<file path="config.mk">
export PLATFORM = sky130hd
export DESIGN_NAME = seg_scan_ctrl
export DESIGN_NICKNAME = d
export VERILOG_FILES = /design/src/rtl/seg_scan_ctrl.sv
export SDC_FILE = /design/constraint.sdc
export NUM_CORES = 1
export LEC_CHECK = 0
export ABC_AREA = 0
export CAP_MARGIN = 20
export CELL_PAD_IN_SITES_DETAIL_PLACEMENT = 2
export CELL_PAD_IN_SITES_GLOBAL_PLACEMENT = 2
export CORE_MARGIN = 3
export CORE_UTILIZATION = 32
export CTS_CLUSTER_DIAMETER = 80
export DETAILED_ROUTE_END_ITERATION = 12
export HOLD_SLACK_MARGIN = 0.12
export PLACE_DENSITY = 0.83
export SETUP_SLACK_MARGIN = 0.5
export SKIP_CTS_REPAIR_TIMING = 1
export SYNTH_ARGS = -nofsm -noshare
export SYNTH_HDL_FRONTEND = slang
export SYNTH_SLANG_ARGS = --single-unit
</file>
<file path="constraint.sdc">
create_clock -name clk -period 1.7 [get_ports clk]
set_input_delay 0.34 -clock clk [delete_from_list [all_inputs] [get_ports clk]]
set_output_delay 0.34 -clock clk [all_outputs]
set_load 0.01 [all_outputs]
</file>
<file path="src/rtl/seg_scan_ctrl.sv">
// rtl/seg_scan_ctrl.sv - time-multiplexed seven-segment scan controller
//
// Scans NUM_DIGITS digits one at a time with a blanking gap before each digit.
// New display values arrive over a valid/ready handshake and are committed only
// at the frame boundary (last digit SHOW -> digit 0 BLANK), so a frame never tears.
//
// Ports:
//   clk          clock, all state updates on rising edge
//   rst          synchronous active-high reset
//   load_valid   load_bcd holds a new value
//   load_ready   controller accepts a value this cycle
//   load_bcd     packed BCD nibbles, [3:0] = digit 0
//   lz_blank_en  1 = blank leading zeros (sampled every SHOW cycle)
//   bcd_out      nibble to the shared decoder, 4'hF = blank
//   digit_en     one-hot digit enable, all-zero during BLANK
module seg_scan_ctrl #(
    parameter int NUM_DIGITS   = 4,
    parameter int REFRESH_DIV  = 50000,
    parameter int BLANK_CYCLES = 16
) (
    input  logic                    clk,
    input  logic                    rst,
    input  logic                    load_valid,
    output logic                    load_ready,
    input  logic [4*NUM_DIGITS-1:0] load_bcd,
    input  logic                    lz_blank_en,
    output logic [3:0]              bcd_out,
    output logic [NUM_DIGITS-1:0]   digit_en
);

    localparam int MAXC = (REFRESH_DIV > BLANK_CYCLES) ? REFRESH_DIV : BLANK_CYCLES;
    localparam int CW   = $clog2(MAXC) + 1;
    localparam int IW   = (NUM_DIGITS > 1) ? $clog2(NUM_DIGITS) : 1;

    localparam logic [CW-1:0] SHOW_LAST  = CW'(REFRESH_DIV - 1);
    localparam logic [CW-1:0] BLANK_LAST = CW'(BLANK_CYCLES - 1);
    localparam logic [IW-1:0] LAST_DIGIT = IW'(NUM_DIGITS - 1);

    typedef enum logic {
        ST_BLANK = 1'b0,
        ST_SHOW  = 1'b1
    } state_t;

    state_t                  state;
    logic [CW-1:0]           cnt;
    logic [IW-1:0]           digit_idx;
    logic [4*NUM_DIGITS-1:0] display;
    logic [4*NUM_DIGITS-1:0] pend_data;
    logic                    pending;

    logic                    xfer;
    logic                    frame_end;
    logic [NUM_DIGITS-1:0]   zero_above;
    logic                    run_zero;
    logic [3:0]              cur_nib;
    logic [NUM_DIGITS-1:0]   onehot;

    assign xfer      = load_valid && load_ready;
    assign frame_end = (state == ST_SHOW) && (cnt == SHOW_LAST) && (digit_idx == LAST_DIGIT);

    // zero_above[i] = 1 when every nibble from the top digit down to i is zero.
    // Bit 0 stays clear so digit 0 is never blanked.
    always_comb begin
        zero_above = '0;
        run_zero   = 1'b1;
        for (int i = NUM_DIGITS - 1; i >= 1; i--) begin
            run_zero      = run_zero & (display[4*i +: 4] == 4'h0);
            zero_above[i] = run_zero;
        end
    end

    always_comb begin
        cur_nib = display[{digit_idx, 2'b00} +: 4];
        if (lz_blank_en && zero_above[digit_idx]) begin
            cur_nib = 4'hF;
        end
    end

    always_comb begin
        onehot            = '0;
        onehot[digit_idx] = 1'b1;
    end

    always_ff @(posedge clk) begin
        if (rst) begin
            state      <= ST_BLANK;
            cnt        <= '0;
            digit_idx  <= '0;
            display    <= '1;
            pend_data  <= '1;
            pending    <= 1'b0;
            load_ready <= 1'b0;
            bcd_out    <= 4'hF;
            digit_en   <= '0;
        end else begin
            // Handshake: ready re-opens one edge after pending clears, and drops
            // on the edge that captures a transfer.
            if (xfer) begin
                pend_data <= load_bcd;
            end
            pending    <= xfer | (pending & ~frame_end);
            load_ready <= ~pending & ~xfer;

            case (state)
                ST_BLANK: begin
                    if (cnt == BLANK_LAST) begin
                        state    <= ST_SHOW;
                        cnt      <= '0;
                        digit_en <= onehot;
                        bcd_out  <= cur_nib;
                    end else begin
                        cnt      <= cnt + 1'b1;
                        digit_en <= '0;
                        bcd_out  <= 4'hF;
                    end
                end
                ST_SHOW: begin
                    if (cnt == SHOW_LAST) begin
                        state    <= ST_BLANK;
                        cnt      <= '0;
                        digit_en <= '0;
                        bcd_out  <= 4'hF;
                        if (digit_idx == LAST_DIGIT) begin
                            digit_idx <= '0;
                            // Commit uses the pending flag from before this edge.
                            if (pending) begin
                                display <= pend_data;
                            end
                        end else begin
                            digit_idx <= digit_idx + 1'b1;
                        end
                    end else begin
                        cnt      <= cnt + 1'b1;
                        digit_en <= onehot;
                        bcd_out  <= cur_nib;
                    end
                end
                default: begin
                    state    <= ST_BLANK;
                    cnt      <= '0;
                    digit_en <= '0;
                    bcd_out  <= 4'hF;
                end
            endcase
        end
    end

endmodule
</file>
==> results of run 1 <==
## power breakdown
part	switching (mW)	leakage, nW	internal, mW
clock network	0.581	0.115	0.974
registers	0.0274	0.514	1.48
logic	0.0958	0.816	0.104
## metrics by stage
stage               total power [mW]  hold slack, ns  setup TNS, ns
floorplan                       1.65           0.424              0
CTS                             3.27           0.444         -0.496
detailed placement              1.73           0.453         -0.132
global route                    3.39           0.412          -1.97
finish                          3.27           0.389         -0.406
global placement                1.72           0.447              0
## cells in the mapped netlist (all sizes together)
cell type	number	area [um^2]
a211o	16	140
a211oi	4	30.0
a21boi	5	37.5
a21oi	4	20.0
a311oi	1	8.76
and3	20	125
and4	1	8.76
buf	5	36.3
clkbuf	11	41.3
dfxtp	62	1240
ha	5	62.6
inv	10	37.5
mux2i	16	160
mux4	4	90.1
nand2	6	22.5
nand3	10	62.6
nand4	4	25.0
nand4b	1	8.76
nor2	37	139
nor3	19	111
nor3b	1	7.51
nor4	6	67.6
o211ai	5	37.5
o21ai	4	20.0
o21bai	1	7.51
o31ai	1	7.51
o41ai	1	8.76
or2	1	6.26
or3	3	18.8
or4	4	30.0
xnor2	8	70.1
xor2	4	35.0
## final timing paths
| check | start | end |
|---|---|---|
| worst min-delay path | rst | state |
| worst max-delay path | cnt[0] | display[15] |
| worst max register to register | cnt[0] | display[15] |
| worst min register to register | pend_data[10] | pend_data[10] |
## cells in the final DEF (no fill, tap or decap), types with 4 or more instances in the layout
master,Yosys,routed
and3_1,20,19
mux4_2,4,4
a211o_1,16,16
nand3_1,9,9
o211ai_1,5,5
nor3_1,17,17
inv_1,10,10
dfxtp_2,0,12
clkdlybuf4s50_1,0,17
a21oi_1,4,4
buf_4,1,21
buf_6,0,5
clkbuf_8,0,9
nor2_1,37,37
xnor2_1,8,8
dlymetal6s2s_1,0,9
ha_1,5,4
mux2i_1,16,15
or4_1,4,4
dfxtp_4,0,5
nand4_1,4,4
xor2_1,4,4
dfxtp_1,62,45
nand2_1,6,4
## per-layer routing
metal	wire, um	vias to the layer above	GRT usage, %
met1	4010	1243	19.9
met4	184	0	6.72
met5	0	-	0
met3	357	19	3.43
li1	-	1120	-
met2	4760	76	26.9
## tightest hold or removal path, cell delays in order
cell and delay [ns]:
buf_2 0.13, or3_4 0.16, nand2_1 0.05
## state kept, by name (all words and copies together), names as in the netlist
register    flops
load_ready      1
pend_data      16
display        16
bcd_out         4
digit_idx       2
cnt            17
pending         1
digit_en        4
state           1
## kinds of logic (layout without fill, tap and decap cells)
| group | after synthesis | in the layout | share of synthesized area (%) |
|---|---|---|---|
| buf+inv | 26 | 82 | 4.22 |
| simple gates | 113 | 113 | 23.2 |
| xor+xnor | 12 | 12 | 3.86 |
| mux | 20 | 20 | 9.18 |
| fa+ha+maj | 5 | 5 | 2.30 |
| flops | 62 | 62 | 45.5 |
| compound gates | 42 | 42 | 11.7 |
## cell type report
| class | instances | area [um^2] | area share [%] |
|---|---|---|---|
| Timing Repair Buffer | 56 | 552 | 15.0 |
| Clock buffer | 12 | 135 | 3.67 |
| Tap cell | 105 | 131 | 3.57 |
| Clock inverter | 4 | 95.1 | 2.59 |
| Multi-Input combinational cell | 192 | 1450 | 39.5 |
| Sequential cell | 62 | 1270 | 34.7 |
| Inverter | 10 | 37.5 | 1.02 |
==> flow_summary.ini, run 1 <==
[status]
status = finished with violations
violations = negative setup slack

[run]
maxCapViolCount = 0

[drt]
drc_errors = 0
routed_wl_um = 9320
drt-vias-per-instance = 5.57
drt_first_iter_violations = 131
via_count = 2458
dr.pass1.iters = 4
ant_nets = 0
wl_per_cell_um = 21.1

[die]
die-height_um = 98.3
fp.dieW_um = 98.3
num_rows = 33
start_util_pct = 33.0
dieArea_mm2 = 0.00966
core_mm2 = 0.00826
io-pin-count = 29

[timing]
max_freq_ghz = 0.562
slew_violations = 0
fin_ws_ns = -0.0793
skew_ns = 0.0124
min_period_ns = 1.78
relSlewSlack_pct = 65.3
worst_pin_slew_ns = 0.521
finalHoldViolations = 0
fin_crit_sh_pct = 105
setup_viol = 13
rsz0062_at_grt = true

[cells_and_area]
antennaDiodeCount = 0
layout-drive-gt1-share_pct = 24.1
finish.utilization_pct = 44.5
fill_cells = 865
fin_cells = 441
nets = 356
syn2layout_area_growth_pct = 35.0
fin_area_mm2 = 0.00368

[clocking]
cts_root_buf = clkbuf_8
cts_sinks = 62
path_clk_slew_ns = 0.07
ctsLongestPathBuffers = 2
cts_tree = done
numCtsBuffers = 9
cts_max_level = 3
clock_latency_ns = 0.34

[yosys]
avgSynthCellArea_um2 = 9.73
synth.distinct_cells = 39
syn_nets = 305
netlist_area_mm2 = 0.00273
synthCells = 280
ys_seq_area_share_pct = 45.5
synth_seq_cells = 62
yosysWarnings = 0

[placement]
dpl_cell_area_mm2 = 0.00321
placedCellCount = 412
buffer_ports.inserted = 28
gp_congestion = 0.832
hpwl_um = 5120
pre_cts_slack_ns = -0.0875

[global_route]
grt.total_usage_pct = 16.1
grt_pass1_vias = 2496
grt_max_degree = 53
antenna_found_initial = 0
grt_overflow_total = 0
grt_pass1_wl_um = 12400

[worst_setup_path]
crit_required_ns = 1.96
cp_cell_sequence = ha_4, and3_4, nand3_4, nor3_4, clkbuf_16, mux2i_1
ff2ff_setup_slack_ns = -0.08
cp_top_family = simple AND/OR/NAND/NOR gates
cp.depth = 6
ff2ff_path_depth = 6
path_buf_inv = 1
cp_slowest_stage_delay_ns = 0.36
cp_slowest_cell = dfxtp_4
crit_path_end_kind = flip-flop
critPathKind = reg2reg
cp_max_fo = 8
start_kind = flip-flop
critPathArrivalTime_ns = 2.04

[power]
vdd_ir_drop_max_v = 0.000364
leakagePower_nw = 1.44
p_per_area_mw_per_mm2 = 888

[worst_hold_path]
min_path_type = in2reg
holdPathStages = 3
Note: power is estimated with default switching activity, not from simulation.
==> inputs of run 2 (changes only) <==
CAP_MARGIN = unset   (was 20)
SLEW_MARGIN = 20   (was unset)
==> results of run 2 <==
Same layout as run 1: the final DEF is identical, and so are final timing and power.
